`src/rtl/iq_alu_sched_if.sv`:
```
// Signal bundle between rename/dispatch, the ALU issue-queue scheduler
// and the two ALU pipes.
interface iq_alu_sched_if #(
    parameter int unsigned TAG_W = 5,
    parameter int unsigned OP_W  = 8,
    parameter int unsigned NWK   = 4
) ();
    logic                 flush;
    logic                 disp_valid;
    logic                 disp_ready;
    logic [TAG_W-1:0]     disp_src1;
    logic [TAG_W-1:0]     disp_src2;
    logic [TAG_W-1:0]     disp_dst;
    logic [OP_W-1:0]      disp_op;
    logic [NWK-1:0]       wk_valid;
    logic [NWK*TAG_W-1:0] wk_tag;
    logic                 iss0_valid;
    logic                 iss1_valid;
    logic [2:0]           iss0_idx;
    logic [2:0]           iss1_idx;
    logic [OP_W-1:0]      iss0_op;
    logic [OP_W-1:0]      iss1_op;
    logic [TAG_W-1:0]     iss0_dst;
    logic [TAG_W-1:0]     iss1_dst;
    logic [1:0]           replay;
    logic [2:0]           count;

    modport master (
        output flush, disp_valid, disp_src1, disp_src2, disp_dst, disp_op,
               wk_valid, wk_tag, replay,
        input  disp_ready, iss0_valid, iss1_valid, iss0_idx, iss1_idx,
               iss0_op, iss1_op, iss0_dst, iss1_dst, count
    );

    modport slave (
        input  flush, disp_valid, disp_src1, disp_src2, disp_dst, disp_op,
               wk_valid, wk_tag, replay,
        output disp_ready, iss0_valid, iss1_valid, iss0_idx, iss1_idx,
               iss0_op, iss1_op, iss0_dst, iss1_dst, count
    );
endinterface

```
`src/rtl/iq_alu_sched.sv`:
```
// Seven-entry ALU issue queue: allocation, operand wakeup, 2-wide
// lowest-index-first select, one-cycle issue hold with replay.
module iq_alu_sched #(
    parameter int unsigned ENTRIES = 7,
    parameter int unsigned TAG_W   = 5,
    parameter int unsigned OP_W    = 8,
    parameter int unsigned NWK     = 4
) (
    input logic           clk,
    input logic           rst_n,
    iq_alu_sched_if.slave bus
);
    typedef enum logic [1:0] {E_FREE, E_WAIT, E_ISSUED} ent_state_e;

    ent_state_e         st_q   [ENTRIES];
    ent_state_e         st_d   [ENTRIES];
    logic [TAG_W-1:0]   src1_q [ENTRIES];
    logic [TAG_W-1:0]   src1_d [ENTRIES];
    logic [TAG_W-1:0]   src2_q [ENTRIES];
    logic [TAG_W-1:0]   src2_d [ENTRIES];
    logic [TAG_W-1:0]   dst_q  [ENTRIES];
    logic [TAG_W-1:0]   dst_d  [ENTRIES];
    logic [OP_W-1:0]    op_q   [ENTRIES];
    logic [OP_W-1:0]    op_d   [ENTRIES];
    logic [ENTRIES-1:0] rdy1_q, rdy1_d, rdy2_q, rdy2_d;

    logic [1:0]            iss_v_q, iss_v_d;
    logic [1:0][2:0]       iss_idx_q, iss_idx_d;
    logic [1:0][OP_W-1:0]  iss_op_q, iss_op_d;
    logic [1:0][TAG_W-1:0] iss_dst_q, iss_dst_d;
    logic [2:0]            count_q, count_d;

    logic [ENTRIES-1:0] free_vec, cand_vec;
    logic               alloc_v;
    logic [2:0]         alloc_idx;
    logic [1:0]         sel_v;
    logic [1:0][2:0]    sel_idx;
    logic               disp_fire;

    // Internal wakeup comes from the issue registers: 1-cycle ALU latency.
    function automatic logic woken(
        input logic [TAG_W-1:0]     tag,
        input logic [NWK-1:0]       wv,
        input logic [NWK*TAG_W-1:0] wt,
        input logic [1:0]           iv,
        input logic [TAG_W-1:0]     id0,
        input logic [TAG_W-1:0]     id1
    );
        logic hit;
        hit = (iv[0] && id0 == tag) || (iv[1] && id1 == tag);
        for (int unsigned k = 0; k < NWK; k++) begin
            if (wv[k] && wt[k*TAG_W +: TAG_W] == tag) hit = 1'b1;
        end
        return hit;
    endfunction

    always_comb begin
        free_vec  = '0;
        cand_vec  = '0;
        alloc_v   = 1'b0;
        alloc_idx = '0;
        sel_v     = '0;
        sel_idx   = '0;
        for (int unsigned i = 0; i < ENTRIES; i++) begin
            free_vec[i] = (st_q[i] == E_FREE);
            cand_vec[i] = (st_q[i] == E_WAIT) && rdy1_q[i] && rdy2_q[i];
            if (free_vec[i] && !alloc_v) begin
                alloc_v   = 1'b1;
                alloc_idx = 3'(i);
            end
            if (cand_vec[i]) begin
                if (!sel_v[0]) begin
                    sel_v[0]   = 1'b1;
                    sel_idx[0] = 3'(i);
                end else if (!sel_v[1]) begin
                    sel_v[1]   = 1'b1;
                    sel_idx[1] = 3'(i);
                end
            end
        end
    end

    assign disp_fire = bus.disp_valid && alloc_v;

    always_comb begin
        st_d      = st_q;
        src1_d    = src1_q;
        src2_d    = src2_q;
        dst_d     = dst_q;
        op_d      = op_q;
        rdy1_d    = rdy1_q;
        rdy2_d    = rdy2_q;
        iss_v_d   = sel_v;
        iss_idx_d = iss_idx_q;
        iss_op_d  = iss_op_q;
        iss_dst_d = iss_dst_q;

        for (int unsigned i = 0; i < ENTRIES; i++) begin
            if (st_q[i] != E_FREE) begin
                rdy1_d[i] = rdy1_q[i] | woken(src1_q[i], bus.wk_valid, bus.wk_tag,
                                              iss_v_q, iss_dst_q[0], iss_dst_q[1]);
                rdy2_d[i] = rdy2_q[i] | woken(src2_q[i], bus.wk_valid, bus.wk_tag,
                                              iss_v_q, iss_dst_q[0], iss_dst_q[1]);
            end
        end

        // Retire/replay, select and dispatch always touch distinct entries.
        for (int unsigned p = 0; p < 2; p++) begin
            if (iss_v_q[p]) st_d[iss_idx_q[p]] = bus.replay[p] ? E_WAIT : E_FREE;
            if (sel_v[p]) begin
                st_d[sel_idx[p]] = E_ISSUED;
                iss_idx_d[p]     = sel_idx[p];
                iss_op_d[p]      = op_q[sel_idx[p]];
                iss_dst_d[p]     = dst_q[sel_idx[p]];
            end
        end

        if (disp_fire) begin
            st_d[alloc_idx]   = E_WAIT;
            src1_d[alloc_idx] = bus.disp_src1;
            src2_d[alloc_idx] = bus.disp_src2;
            dst_d[alloc_idx]  = bus.disp_dst;
            op_d[alloc_idx]   = bus.disp_op;
            rdy1_d[alloc_idx] = (bus.disp_src1 == '0) ||
                                woken(bus.disp_src1, bus.wk_valid, bus.wk_tag,
                                      iss_v_q, iss_dst_q[0], iss_dst_q[1]);
            rdy2_d[alloc_idx] = (bus.disp_src2 == '0) ||
                                woken(bus.disp_src2, bus.wk_valid, bus.wk_tag,
                                      iss_v_q, iss_dst_q[0], iss_dst_q[1]);
        end

        if (bus.flush) begin
            for (int unsigned i = 0; i < ENTRIES; i++) st_d[i] = E_FREE;
            iss_v_d = '0;
        end

        count_d = '0;
        for (int unsigned i = 0; i < ENTRIES; i++) begin
            if (st_d[i] != E_FREE) count_d = count_d + 3'd1;
        end
    end

    always_ff @(posedge clk or negedge rst_n) begin
        if (!rst_n) begin
            for (int unsigned i = 0; i < ENTRIES; i++) begin
                st_q[i]   <= E_FREE;
                src1_q[i] <= '0;
                src2_q[i] <= '0;
                dst_q[i]  <= '0;
                op_q[i]   <= '0;
            end
            rdy1_q    <= '0;
            rdy2_q    <= '0;
            iss_v_q   <= '0;
            iss_idx_q <= '0;
            iss_op_q  <= '0;
            iss_dst_q <= '0;
            count_q   <= '0;
        end else begin
            st_q      <= st_d;
            src1_q    <= src1_d;
            src2_q    <= src2_d;
            dst_q     <= dst_d;
            op_q      <= op_d;
            rdy1_q    <= rdy1_d;
            rdy2_q    <= rdy2_d;
            iss_v_q   <= iss_v_d;
            iss_idx_q <= iss_idx_d;
            iss_op_q  <= iss_op_d;
            iss_dst_q <= iss_dst_d;
            count_q   <= count_d;
        end
    end

    assign bus.disp_ready = alloc_v;
    assign bus.iss0_valid = iss_v_q[0];
    assign bus.iss1_valid = iss_v_q[1];
    assign bus.iss0_idx   = iss_idx_q[0];
    assign bus.iss1_idx   = iss_idx_q[1];
    assign bus.iss0_op    = iss_op_q[0];
    assign bus.iss1_op    = iss_op_q[1];
    assign bus.iss0_dst   = iss_dst_q[0];
    assign bus.iss1_dst   = iss_dst_q[1];
    assign bus.count      = count_q;
endmodule
```
`src/flat_wrapper.sv`:
```
// flat-port wrapper written by rule: the top's interface ports become plain ports
module iq_alu_sched_flat 
#(
    parameter int unsigned ENTRIES = 7,
    parameter int unsigned TAG_W   = 5,
    parameter int unsigned OP_W    = 8,
    parameter int unsigned NWK     = 4
)
  (clk, rst_n, bus_flush, bus_disp_valid, bus_disp_src1, bus_disp_src2, bus_disp_dst, bus_disp_op, bus_wk_valid, bus_wk_tag, bus_replay, bus_disp_ready, bus_iss0_valid, bus_iss1_valid, bus_iss0_idx, bus_iss1_idx, bus_iss0_op, bus_iss1_op, bus_iss0_dst, bus_iss1_dst, bus_count);
  iq_alu_sched_if #(.TAG_W(TAG_W), .OP_W(OP_W), .NWK(NWK)) bus_i ();
  input logic clk;
  input logic rst_n;
  input wire logic [$bits(bus_i.flush)-1:0] bus_flush;
  input wire logic [$bits(bus_i.disp_valid)-1:0] bus_disp_valid;
  input wire logic [$bits(bus_i.disp_src1)-1:0] bus_disp_src1;
  input wire logic [$bits(bus_i.disp_src2)-1:0] bus_disp_src2;
  input wire logic [$bits(bus_i.disp_dst)-1:0] bus_disp_dst;
  input wire logic [$bits(bus_i.disp_op)-1:0] bus_disp_op;
  input wire logic [$bits(bus_i.wk_valid)-1:0] bus_wk_valid;
  input wire logic [$bits(bus_i.wk_tag)-1:0] bus_wk_tag;
  input wire logic [$bits(bus_i.replay)-1:0] bus_replay;
  output wire logic [$bits(bus_i.disp_ready)-1:0] bus_disp_ready;
  output wire logic [$bits(bus_i.iss0_valid)-1:0] bus_iss0_valid;
  output wire logic [$bits(bus_i.iss1_valid)-1:0] bus_iss1_valid;
  output wire logic [$bits(bus_i.iss0_idx)-1:0] bus_iss0_idx;
  output wire logic [$bits(bus_i.iss1_idx)-1:0] bus_iss1_idx;
  output wire logic [$bits(bus_i.iss0_op)-1:0] bus_iss0_op;
  output wire logic [$bits(bus_i.iss1_op)-1:0] bus_iss1_op;
  output wire logic [$bits(bus_i.iss0_dst)-1:0] bus_iss0_dst;
  output wire logic [$bits(bus_i.iss1_dst)-1:0] bus_iss1_dst;
  output wire logic [$bits(bus_i.count)-1:0] bus_count;
  assign bus_i.flush = bus_flush;
  assign bus_i.disp_valid = bus_disp_valid;
  assign bus_i.disp_src1 = bus_disp_src1;
  assign bus_i.disp_src2 = bus_disp_src2;
  assign bus_i.disp_dst = bus_disp_dst;
  assign bus_i.disp_op = bus_disp_op;
  assign bus_i.wk_valid = bus_wk_valid;
  assign bus_i.wk_tag = bus_wk_tag;
  assign bus_i.replay = bus_replay;
  assign bus_disp_ready = bus_i.disp_ready;
  assign bus_iss0_valid = bus_i.iss0_valid;
  assign bus_iss1_valid = bus_i.iss1_valid;
  assign bus_iss0_idx = bus_i.iss0_idx;
  assign bus_iss1_idx = bus_i.iss1_idx;
  assign bus_iss0_op = bus_i.iss0_op;
  assign bus_iss1_op = bus_i.iss1_op;
  assign bus_iss0_dst = bus_i.iss0_dst;
  assign bus_iss1_dst = bus_i.iss1_dst;
  assign bus_count = bus_i.count;
  iq_alu_sched #(.ENTRIES(ENTRIES), .TAG_W(TAG_W), .OP_W(OP_W), .NWK(NWK)) u_core (.clk(clk), .rst_n(rst_n), .bus(bus_i));
endmodule
```
`config.mk`:
```
export PLATFORM = sky130hd
export DESIGN_NAME = iq_alu_sched_flat
export DESIGN_NICKNAME = d
export VERILOG_FILES = /design/src/rtl/iq_alu_sched_if.sv /design/src/rtl/iq_alu_sched.sv /design/src/flat_wrapper.sv
export SDC_FILE = /design/constraint.sdc
export NUM_CORES = 1
export LEC_CHECK = 0
export CAP_MARGIN = 20
export CELL_PAD_IN_SITES_DETAIL_PLACEMENT = 1
export CELL_PAD_IN_SITES_GLOBAL_PLACEMENT = 2
export CORE_MARGIN = 3
export CORE_UTILIZATION = 25
export DETAILED_ROUTE_END_ITERATION = 12
export GPL_TIMING_DRIVEN = 0
export HOLD_SLACK_MARGIN = 0.15
export PLACE_DENSITY = 0.58
export SYNTH_ARGS = -nofsm -noshare
export SYNTH_HDL_FRONTEND = slang
export SYNTH_SLANG_ARGS = --single-unit
```
`constraint.sdc`:
```
create_clock -name clk -period 6.2 [get_ports clk]
set_clock_uncertainty 0.05 [all_clocks]
set_input_delay 1.55 -clock clk [delete_from_list [all_inputs] [get_ports clk]]
set_output_delay 1.55 -clock clk [all_outputs]
set_load 0.03 [all_outputs]
```
==> summary.txt, run 1 <==
Run status
  • Outcome: completed

Routing
  • Routed vias/inst: around 5.2
  • Routed len/inst: around 27 um
  • Total number of vias: between 10000 and 15000
  • Drt total wl: approximately 79000 um
  • Remaining DRCs: 0
  • Final antenna-violating net count: 0
  • First-pass iteration count of the detailed router: 5
  • Iter 0 DRT Violations: 995

Floorplanning
  • I/O Pins: 91
  • Die ar.: 72500 um2
  • Chip Height: 269 um
  • Row cnt: between 90 and 100
  • Core Area: 67900 um2
  • Initial core utilization: 25.5%
  • Chip width: 269 um

Worst setup path
  • FF-to-FF Start: u_core.st_q[10]
  • Data arrival, critical path: just over 6000 ps
  • Crit-path max cell delay: about 440 ps
  • R2R Setup Slk: 400 ps
  • Critical Path End Type: flip-flop
  • R2R Path End: u_core.bus.count[1]
  • Crit path max-delay cell type: dfrtp_1
  • R2R depth: 27
  • Crit Path Category: flip-flop to flip-flop
  • Critical Path RT: 6620 ps
  • Most frequent CP cell: ha_1
  • Critical Path Fanout Max: 9
  • CP startpoint kind: flip-flop

Yosys
  • Post-synth cell types: 82
  • Mean post-synth cell area: roughly 9.5 um2
  • Largest cells by area after synthesis: dfrtp_1 33%, xor2_1 20%, mux2_2 11%
  • Cells after Synth: 1833
  • FFs w/ async S/R, synth: 100%
  • Synth Area in Simple Gates: 14.6%
  • YS warnings: 0
  • Most common flop cell mapped by yosys: dfrtp_1
  • #FFs+latches synth: 226
  • Mux cell area share after synthesis: between 10% and 20%
  • Synth top area share: between 30 and 40%
  • XOR/XNOR Fraction of Synth Area: 24.9%
  • Post-synth EDFFs: 0
  • Combinational family with the most area after synthesis: XOR/XNOR gates
  • Yosys top cell by area: dfrtp_1
  • Syn_nets: 1894
  • Cell area after synthesis: 17300 um2
  • Synth Area in Compound Gates: 9.00%
  • Synth Area in Adders: 0.635%
  • Post-synthesis sequential area ratio: 32.6%

STA
  • RSZ-0062 raised after global routing: no
  • Slew Viols, Final: 0
  • Final Hold Violating Endpoints: 0
  • Worst-margin pin slew: 1210 ps
  • Max Clk Rate: 172 MHz
  • Final Cycle Share: 93.5%
  • Max_slew headroom: 19.4%
  • Fin crit period: 5800 ps
  • Final setup fails: 0

Run
  • Max-cap violations: 0

Layout
  • Fin nets: 2003
  • Post-route cell area: 20400 um2
  • Area growth syn-to-layout: 17.9%
  • Most frequent cells in the layout: 385 x xor2_1, 226 x dfrtp_1, 162 x mux2_2
  • Antenna Cells: 0
  • Fin cells: 2886
  • Layout cells sized above 1: 14.9%
  • Commonest non-fill, non-tap cell in the layout: xor2_1

Placed design
  • IO Port Bufs: 59
  • Dpl cell area: 19300 um2
  • Detailed placement HPWL: 57200 um
  • Placed insts: 2829
  • RePlAce Congestion: just under 0.9

Clocking
  • Clk sink count: roughly 230
  • Clock root buffer: clkbuf_16
  • H-Tree Depth: 1
  • Clk pin slew, worst setup/hold paths: 60 ps
  • CTS tree: yes
  • Later-pin clock latency in the skew report: 610 ps
  • Num CTS Buffers: 31
  • Longest Clk Path Bufs: 3

Power
  • PwrDens: approximately 360 nW/um2
  • Pwr Total: 7330 uW
  • Worst vdd ir: 0.000215 V
  • Leak: 0.00873 uW

Hold path
  • Hold Path Sink: u_core.bus.iss1_op[7]
  • Worst hold stages: 2
  • Hold path start: u_core.bus.iss1_op[7]
  • Worst hold path class: flip-flop to flip-flop

Global routing
  • Largest net degree at the start of global routing: 86
  • Vias in the first global route: 15900
  • GRT overflow: 0
  • Initial antenna violation count: 1
  • Global-route wire length before repair: roughly 110000 um
  • Total track usage: between 20% and 30%
flip-flops by register name (all words and copies together), names as in the netlist:
name and cells:
u_core.src1_q 35, u_core.bus.iss0_dst 5, u_core.rdy1_q 7, u_core.bus.iss1_dst 5, u_core.bus.count 3, u_core.iss_v_q 2
u_core.st_q 14, u_core.op_q 56, u_core.bus.iss1_idx 3, u_core.bus.iss0_op 8, u_core.bus.iss1_op 8, u_core.bus.iss0_idx 3
u_core.src2_q 35, u_core.rdy2_q 7, u_core.dst_q 35
through the flow:
stage                     utilization [%]  setup TNS, ps  setup slack (ps)  hold slack [ps]
after floorplan                         -              0               786              435
after global placement               28.1       -1660840             -7400              454
after detailed placement             28.5           -807              -405              456
after CTS                            30.0              0               130              470
after global routing                 30.1              0              5.08              500
final                                30.1              0               403              462
worst max-delay path by stage:
| stage | from | to | slack [ps] | cells past startpoint |
|---|---|---|---|---|
| after CTS | u_core.st_q[10] | u_core.bus.count[2] | 130 | 28 |
| after global placement | rst_n | u_core.bus.iss1_op[1] | -7400 | 1 |
| final | u_core.st_q[10] | u_core.bus.count[1] | 400 | 27 |
| after detailed placement | bus_flush | u_core.bus.count[1] | -400 | 21 |
| after floorplan | bus_disp_valid | u_core.bus.count[2] | 790 | 21 |
| after global routing | u_core.st_q[13] | u_core.bus.count[1] | 5 | 27 |
cell families (layout without fill, tap and decap cells):
logic type | after synthesis | after routing
DFF | 226 | 226
and+or+nand+nor | 466 | 466
muxes | 206 | 206
adders and majority gates | 9 | 9
AOI/OAI and AO/OA | 213 | 213
xor gates and xnor gates | 491 | 491
buffers and inverters | 222 | 354
Yosys cell counts (all sizes together), types with 4 or more instances:
cell type,n
a21o,8
a21oi,56
a221o,14
a221oi,26
a31oi,35
a41oi,9
and3,20
and4b,7
buf,68
clkbuf,150
dfrtp,226
ha,8
mux2,163
mux2i,43
nand2,76
nand3,71
nand3b,4
nand4,8
nand4b,9
nor2,91
nor2b,6
nor3,47
nor3b,5
nor4,102
o21ai,14
o221ai,14
o22ai,14
xnor2,104
xor2,387
layer usage:
metal	global-route usage [%]	routed length, um
met1	27.4	34500
met2	35.0	36800
met3	3.12	3710
met4	9.41	3910
met5	0	0
what timing repair did:
action                                  CTS  global route
setup buffers                             0             0
hold endpoints to repair                  0             0
hold buffers                              0             0
endpoints found under the setup margin    2             2
gates resized for setup                   1             9
worst max-delay path: cells and delay by family, from the launching register on:
family,cells,cell delay [ps]
flip-flops,1,440
buffers and inverters,3,490
AO/OA/AOI/OAI,8,1020
adder cells (fa/ha/maj),6,1830
XOR/XNOR,1,230
AND/OR/NAND/NOR,9,1600
power breakdown:
group | switching (uW) | leakage (uW) | internal (uW)
clock network | 743 | 0.000511 | 1090
registers | 257 | 0.00291 | 1820
logic | 2100 | 0.00531 | 1320
final cells by class:
| cell class | instances | area, um2 |
|---|---|---|
| inverters | 4 | 25.0 |
| repair buffers | 76 | 861 |
| clock buffers | 43 | 901 |
| multi-input cells | 1385 | 10800 |
| well taps | 921 | 1150 |
| clock inverters | 13 | 145 |
| plain buffers | 218 | 873 |
| fillers | 7790 | 47400 |
| flip-flops and latches | 226 | 5660 |
Power figures use the tool's default switching activity.
==> run 2: changes to the inputs <==
--- a/config.mk
+++ b/config.mk
@@ -11,9 +11,12 @@
 export CORE_MARGIN = 3
 export CORE_UTILIZATION = 25
 export DETAILED_ROUTE_END_ITERATION = 12
+export GPL_ROUTABILITY_DRIVEN = 0
 export GPL_TIMING_DRIVEN = 0
 export HOLD_SLACK_MARGIN = 0.15
 export PLACE_DENSITY = 0.58
+export SLEW_MARGIN = 15
 export SYNTH_ARGS = -nofsm -noshare
 export SYNTH_HDL_FRONTEND = slang
 export SYNTH_SLANG_ARGS = --single-unit
+export TNS_END_PERCENT = 10
==> summary.txt, run 2 (same netlist as run 1, synthesis figures left out) <==
Run status
  • Outcome: completed

STA
  • Final setup fails: 0
  • Max Clk Rate: approximately 170 MHz
  • Fin crit period: a little under 6000 ps
  • Max_slew headroom: 19.5%
  • Final Hold Violating Endpoints: 0
  • Setup TNS: 0 ps
  • Final Cycle Share: 93.3%
  • Slew Viols, Final: 0
  • Worst-margin pin slew: 1210 ps

Floorplanning
  • Core Area: 67900 um2
  • Chip Height: approximately 270 um
  • I/O Pins: 91
  • Chip width: between 200 and 300 um
  • Die ar.: 72500 um2
  • Initial core utilization: 25.5%
  • Row cnt: 95

Clocking
  • Clock root buffer: clkbuf_16
  • Clk pin slew, worst setup/hold paths: around 60 ps
  • CTS tree: yes
  • Num CTS Buffers: 31
  • Later-pin clock latency in the skew report: 600 ps
  • H-Tree Depth: 1
  • Longest Clk Path Bufs: 3
  • Clk sink count: 226

Power
  • Leak: 0.00875 uW
  • Switching Power: 3090 uW
  • Internal power: 4310 uW
  • Sequential group share of total power: ~28%
  • Worst vdd ir: 0.000225 V
  • Pwr Total: roughly 7400 uW
  • PwrDens: approximately 360 nW/um2
  • Clk network pwr share: 26.4%
  • Net Sw Frac: 41.8%
  • Comb power frac: 45.6%

Layout
  • Commonest non-fill, non-tap cell in the layout: xor2_1
  • Fin nets: 1999
  • Post-route cell area: ~20000 um2
  • Area growth syn-to-layout: 17.9%
  • Max reg flops: 56
  • Antenna Cells: 0
  • Most frequent cells in the layout: 385 x xor2_1, 226 x dfrtp_1, 162 x mux2_2
  • Layout cells sized above 1: between 10% and 20%
  • Largest Register: u_core.op_q

Global routing
  • Initial antenna violation count: 1
  • Vias in the first global route: approximately 16000
  • Global-route wire length before repair: roughly 110000 um
  • GRT overflow: 0
  • Largest net degree at the start of global routing: 86
  • Total track usage: 21.2%

Routing
  • Remaining DRCs: 0
  • First-pass iteration count of the detailed router: 4
  • Total number of vias: 14900
  • Final antenna-violating net count: 0
  • Drt total wl: 79100 um
  • Routed vias/inst: 5.18
  • Iter 0 DRT Violations: 984
  • Routed len/inst: approximately 27 um

Worst setup path
  • Critical Path Fanout Max: 9
  • Critical Path End Type: flip-flop
  • CP startpoint kind: input pin
  • Critical Path RT: 6620 ps
  • Data arrival, critical path: 6200 ps
  • Crit Path Category: input pin to flip-flop

Run
  • Max-cap violations: 0

Placed design
  • Detailed placement HPWL: 56600 um
  • Dpl cell area: 19300 um2
  • IO Port Bufs: 59

Hold path
  • Worst hold path class: flip-flop to flip-flop
==> run 2: cell types whose count changed in the layout (fill, tap and decap cells not counted), sizes merged <==
| cell | previous run | this run |
|---|---|---|
| clkinvlp | 3 | 1 |
| clkbuf | 193 | 192 |
| bufinv | 2 | 5 |
| buf | 86 | 82 |
==> run 2: critical path, stage by stage <==
cell	delay, ps
clkdlybuf4s50_1	530
and2_1	140
clkbuf_1	750
a21oi_1	160
o21ai_2	200
ha_1	340
xor2_2	220
ha_1	310
nand2b_1	70
a21oi_1	40
a21o_1	180
or2_2	280
ha_1	280
nor2b_2	150
nor2_1	70
ha_1	280
nand2_1	80
o31ai_1	80
ha_1	280
a21oi_1	120
o21ai_0	90
==> run 2: final timing paths <==
path | start | endpoint | slack (ps) | cells past startpoint
max in group asynchronous | rst_n | u_core.op_q[0] | 4330 | 2
hold reg to reg | u_core.bus.iss1_op[7] | u_core.bus.iss1_op[7] | 460 | 2
hold / removal | u_core.bus.iss1_op[7] | u_core.bus.iss1_op[7] | 460 | 2
min in group asynchronous | rst_n | u_core.src1_q[27] | 840 | 1
setup reg to reg | u_core.st_q[13] | u_core.bus.count[1] | 450 | 27
setup / recovery | bus_disp_valid | u_core.bus.count[1] | 410 | 21
==> run 2: stage by stage <==
stage | utilization, % | cells | worst slack [ps] | hold slack, ps
2_1_floorplan | - | 1833 | 786 | 435
5_1_grt | 30.1 | 2882 | -24.0 | 504
3_5_place_dp | 28.4 | 2824 | -372 | 456
6_report | 30.1 | 2882 | 415 | 463
4_1_cts | 30.0 | 2880 | 83.1 | 470
3_3_place_gp | 28.1 | 2813 | -7400 | 454
==> run 2: power by group through the flow <==
stage / combinational, uW / sequential, uW / clock (uW)
6_report: 3380 / 2070 / 1950
5_1_grt: 3640 / 2120 / 2060
4_1_cts: 3370 / 2070 / 2010
3_5_place_dp: 3350 / 2100 / 0
3_3_place_gp: 3240 / 2090 / 0
2_1_floorplan: 2060 / 2210 / 0
==> run 2: layout make-up <==
cell class / instances / area, um2
fillers: 7799 / 47400
multi-input cells: 1385 / 10800
flip-flops and latches: 226 / 5660
well taps: 921 / 1150
clock buffers: 42 / 887
plain buffers: 218 / 878
repair buffers: 72 / 782
clock inverters: 14 / 220
inverters: 4 / 25.0
==> run 2: what timing repair did <==
item                                    in CTS  in global routing
cloned                                       0                  0
endpoints found under the setup margin       2                  2
setup buffers                                0                  1
gates resized for setup                      1                 11
pin swaps                                    0                  2
hold buffers                                 0                  0
==> run 2: metal layers <==
layer / vias up / GRT usage [%] / share of wire, %
li1: 6615 / - / -
met1: 7790 / 28.2 / 45
met2: 404 / 36.1 / 48
met3: 129 / 2.27 / 3.8
met4: 0 / 6.65 / 3.2
met5: - / 0 / 0
